[config.mk]
export PLATFORM = sky130hd
export DESIGN_NAME = regfile
export DESIGN_NICKNAME = d
export VERILOG_FILES = /design/src/rtl/regfile_pkg.sv /design/src/rtl/regfile_register32.sv /design/src/rtl/regfile.sv
export SDC_FILE = /design/constraint.sdc
export NUM_CORES = 2
export LEC_CHECK = 0
export ABC_CLOCK_PERIOD_IN_PS = 57600
export BUFFER_PORTS_ARGS = -buffer_cell sky130_fd_sc_hd__clkbuf_2
export CAP_MARGIN = 20
export CORE_AREA = 2 2 465 467
export CTS_BUF_LIST = sky130_fd_sc_hd__clkbuf_16
export DETAILED_ROUTE_END_ITERATION = 6
export DIE_AREA = 0 0 467 469
export SKIP_LAST_GASP = 1
export SLEW_MARGIN = 20
export SYNTH_ARGS = -nofsm -noshare
export SYNTH_HDL_FRONTEND = slang
export SYNTH_SLANG_ARGS = --single-unit
export TNS_END_PERCENT = 50
[constraint.sdc]
create_clock -name clk -period 57.6 [get_ports clk]
set_clock_uncertainty 0.1 [all_clocks]
set_input_delay 8.64 -clock clk [delete_from_list [all_inputs] [get_ports clk]]
set_output_delay 8.64 -clock clk [all_outputs]
set_load 0.02 [all_outputs]
[src/rtl/regfile_pkg.sv]
// Shared constants for the two-read/one-write MIPS register file.
package regfile_pkg;

  localparam int WIDTH      = 32;
  localparam int ADDR_WIDTH = 5;
  localparam int NUM_REGS   = 32;

  // r0 has no storage and always reads as zero
  localparam logic [4:0] ZERO_REG = 5'd0;

  // True when register idx is the target of an enabled write
  function automatic logic write_hit(input logic             reg_write,
                                     input logic [ADDR_WIDTH-1:0] wr_addr,
                                     input logic [ADDR_WIDTH-1:0] idx);
    return reg_write & (wr_addr == idx);
  endfunction

endpackage

[src/rtl/regfile_register32.sv]
// WIDTH-bit D register with write enable and asynchronous active-high reset.
module register32
  import regfile_pkg::*;
#(
  parameter int W = WIDTH
) (
  input  logic         clk,
  input  logic         reset,
  input  logic         en_i,
  input  logic [W-1:0] d_i,
  output logic [W-1:0] q_o
);

  logic [W-1:0] data_q;
  logic [W-1:0] data_d;

  // Next state: load new data when enabled, otherwise hold
  always_comb begin
    data_d = data_q;
    if (en_i) begin
      data_d = d_i;
    end else begin
      data_d = data_q;
    end
  end

  // Storage flop; reset clears immediately without a clock
  always_ff @(posedge clk or posedge reset) begin
    if (reset) begin
      data_q <= {W{1'b0}};
    end else begin
      data_q <= data_d;
    end
  end

  assign q_o = data_q;

endmodule

[src/rtl/regfile.sv]
// 32 x 32-bit register file: two combinational read ports, one synchronous
// write port, r0 hard-wired to zero. No read/write bypass: forwarding is
// handled by the downstream operand muxes.
module regfile
  import regfile_pkg::*;
#(
  parameter int WIDTH      = regfile_pkg::WIDTH,
  parameter int ADDR_WIDTH = regfile_pkg::ADDR_WIDTH
) (
  input  logic                  clk,
  input  logic                  reset,
  input  logic                  RegWrite,
  input  logic [ADDR_WIDTH-1:0] WriteRegister,
  input  logic [WIDTH-1:0]      WriteData,
  input  logic [ADDR_WIDTH-1:0] ReadRegister1,
  input  logic [ADDR_WIDTH-1:0] ReadRegister2,
  output logic [WIDTH-1:0]      ReadData1,
  output logic [WIDTH-1:0]      ReadData2
);

  localparam int DEPTH = 2 ** ADDR_WIDTH;

  logic [WIDTH-1:0] regs_s [DEPTH];
  logic [WIDTH-1:0] rd1_s;
  logic [WIDTH-1:0] rd2_s;

  // Input 0 of both read selects is the constant-zero r0
  assign regs_s[ZERO_REG] = {WIDTH{1'b0}};

  genvar i;
  generate
    for (i = 1; i < DEPTH; i++) begin : g_reg
      logic en_s;
      assign en_s = write_hit(RegWrite, WriteRegister, ADDR_WIDTH'(i));

      register32 #(.W(WIDTH)) u_reg (
        .clk   (clk),
        .reset (reset),
        .en_i  (en_s),
        .d_i   (WriteData),
        .q_o   (regs_s[i])
      );
    end
  endgenerate

  // Read port 1: 32:1 select from current register state
  always_comb begin
    rd1_s = regs_s[ReadRegister1];
  end

  // Read port 2: 32:1 select from current register state
  always_comb begin
    rd2_s = regs_s[ReadRegister2];
  end

  assign ReadData1 = rd1_s;
  assign ReadData2 = rd2_s;

endmodule

==> flow_metrics.py <==
metrics = {
    "outcome": {
        "outcome": "finished, final reports clean",
    },
    "route": {
        "drt_iter0_drc": 2645,
        "viasPerCell": 5.27,
        "num_vias": 33900,
        "routed_wl_um": 175000,
        "drc": 0,
        "drtPass1Iterations": 5,
        "ant_nets": 0,
        "wl_per_cell_um": 27.3,
    },
    "clocking": {
        "cts.sink_count": 992,
        "cts_buffers": 112,
        "htree_levels": 3,
        "cts.repair.resized": 0,
        "postCtsHoldBufs": 0,
        "post_cts_buffers": 0,
        "cts_tree": "built",
        "insertion_delay_ps": 750,
        "clkTransAtPathRegs_ps": 60,
        "root_buffer": "clkbuf_16",
        "cts_max_path_buffers": 3,
    },
    "power_and_ir_drop": {
        "p_leak_uw": 0.0255,
        "p_total_uw": 2060,
        "p_per_area_nw_per_um2": 34.3,
        "ir_worst_vdd_mv": 0.0285,
    },
    "sta": {
        "setup_viol": 0,
        "finalHoldViolations": 0,
        "fmax_mhz": 46.8,
        "setup_tns_ps": 0,
        "maxSlewViolCount": 0,
        "min_period_ps": 21350,
        "slew_headroom_pct": 22.4,
        "rsz0062_at_grt": "false",
        "worst_slew_pin_slew_ps": 1160,
        "fin_crit_sh_pct": 37.1,
    },
    "synthesis": {
        "synth-compound-area-share_pct": 6.32,
        "ys_types": 28,
        "ys_ff_latch": 992,
        "avgSynthCellArea_um2": 14.8,
        "syn-cell-area_um2": 53200,
        "syn_inst": 3602,
        "seq_area_frac_synth_pct": 46.6,
        "synth-xor-area-share_pct": 0,
        "ys_warn_count": 0,
        "synth_fa_ha_area_share_pct": 0,
        "synth_top_family_by_area": "multiplexers",
        "synth_mux_area_share_pct": 42.2,
        "yosys.area_share.simple_pct": 1.35,
        "synth_fp_nets": 3652,
    },
    "floorplan": {
        "core-area_um2": 214000,
        "pin_count": 114,
        "rows": 170,
        "die_area_um2": 219000,
        "die_x_um": 467,
        "die_h_um": 469,
        "start_util_pct": 24.9,
    },
    "global_route": {
        "grt_use_total_pct": 15.9,
        "antenna_found_initial": 11,
        "grt_pass1_wl_um": 256000,
        "grt_max_degree": 169,
        "grt-ovfl-total": 0,
        "grt_pass1_vias": 35200,
    },
    "finish": {
        "syn2layout_area_growth_pct": 12.6,
        "num-nets-final": 3551,
        "nFillCells": 21400,
        "final_util_pct": 28.0,
        "drive_gt1_share_pct": 50.4,
        "multiInputGateArea_um2": 26800,
        "seqCellArea_um2": 24800,
        "largest_register_ffs": 992,
    },
    "placed_design": {
        "place_congestion": 0.767,
        "hpwl_um": 97100,
        "portBuffers": 113,
    },
    "worst_setup_path": {
        "crit_slowest_cell": "o31ai_1",
        "crit_type": "in2out",
        "endpoint_kind": "primary output",
        "critPathMaxStageDelay_ps": 850,
        "reg2reg_slack_ps": 56680,
        "crit_arrival_ps": 12610,
        "worstPathCellList": "buf_4 -> buf_4 -> nor2b_4 -> buf_4 -> a22o_1 -> a211oi_1 -> o31ai_1 -> clkbuf_2",
        "cp-start-kind": "primary input",
        "crit_fanout": 37,
        "crit_top_cell": "buf_4",
        "required_ps": 48860,
    },
    "min_path": {
        "hp-class": "reg2reg",
    },
    "flow_run": {
        "max_cap_violations": 0,
    },
}
==> cells by family after synthesis <==
logic type      after synthesis
simple gates                125
flops                       992
buf+inv                     405
compound gates              448
mux                        1632
==> final cells by class <==
cell class / instances / share of cell area, %
Tap cell: 2838 / 5.93
Sequential cell: 992 / 41.4
Clock inverter: 86 / 1.12
Inverter: 3 / 0.0313
Clock buffer: 112 / 4.68
Multi-Input combinational cell: 2205 / 44.7
Antenna cell: 6 / 0.0251
Timing Repair Buffer: 187 / 2.07
==> per-layer routing <==
layer	vias to the layer above	global-route usage, %	routed length (µm)	part of all wire, %
met1	18500	20.7	73200	42
met5	-	0	33	0.019
li1	13800	-	-	-
met2	1239	25.7	83400	48
met3	340	2.99	10800	6.2
met4	6	6.79	7830	4.5
==> cells in the final DEF (no fill, tap or decap), drive strengths merged <==
cell type  synthesis  layout
nor2b              8       8
and2              66      66
clkinvlp           0       5
mux2i            192     192
mux2            1056    1056
nand2b             5       5
dfrtp            992     992
clkinv             0      44
nand4              1       1
diode              0       6
nand2             15      15
clkbuf           186     215
nor3b              2       2
buf              216      84
a211oi            64      64
nand4b             3       3
nand3              4       4
nor2              15      15
o31ai             64      64
nor3               3       3
mux4             384     384
inv                3      31
or3                3       3
o22ai             64      64
bufinv             0       9
a22o             192     192
o21ai             64      64
==> stage by stage <==
stage	hold slack [ps]	setup WS (ps)	cells	area, µm²
2_1_floorplan	370	20950	3602	53200
3_3_place_gp	384	36210	6225	56400
3_5_place_dp	399	36220	6225	56400
4_1_cts	412	36230	6423	59900
5_1_grt	431	36160	6427	59900
6_report	414	36250	6429	59900
==> critical path: cells and delay by family <==
kind / cells / cell delay, ps
simple gates: 1 / 280
compound gates: 3 / 1170
buf+inv: 4 / 2410
==> synth_stat cells <==
cell / count / area [µm²]
and2_1: 66 / 413
mux2_2: 1037 / 11700
dfrtp_1: 992 / 24800
buf_6: 9 / 101
nor2b_1: 8 / 50.1
inv_1: 3 / 11.3
or3_1: 3 / 18.8
mux2_1: 19 / 214
nor2_1: 15 / 56.3
o21ai_0: 1 / 5.00
a22o_1: 192 / 1680
mux2i_1: 192 / 1920
a211oi_1: 64 / 480
nor3b_2: 2 / 25.0
nand4b_1: 3 / 26.3
buf_4: 18 / 135
nand3_1: 4 / 20.0
nand2_1: 15 / 56.3
mux4_2: 384 / 8650
buf_1: 24 / 90.1
nand2b_1: 5 / 31.3
o31ai_1: 64 / 480
clkbuf_1: 186 / 698
o21ai_1: 63 / 315
buf_2: 165 / 826
nand4_1: 1 / 6.26
o22ai_1: 64 / 400
nor3_1: 3 / 15.0
==> where the power goes <==
| group | total (µW) | internal (µW) | switching (µW) | leakage [µW] |
|---|---|---|---|---|
| logic | 437 | 252 | 185 | 0.0110 |
| registers | 930 | 834 | 95.8 | 0.0127 |
| clock network | 691 | 391 | 300 | 0.00179 |
==> path summary, 6_finish.rpt <==
path / start / end / cells past startpoint
min: g_reg[12].u_reg.q_o[12] / g_reg[12].u_reg.q_o[12] / 1
max reg2reg: g_reg[12].u_reg.q_o[28] / g_reg[12].u_reg.q_o[28] / 1
max: ReadRegister2[1] / ReadData2[12] / 8
max in group asynchronous: reset / g_reg[23].u_reg.q_o[14] / 4
min in group asynchronous: reset / g_reg[11].u_reg.q_o[30] / 2
min reg2reg: g_reg[12].u_reg.q_o[12] / g_reg[12].u_reg.q_o[12] / 1
Power figures use the tool's default switching activity.
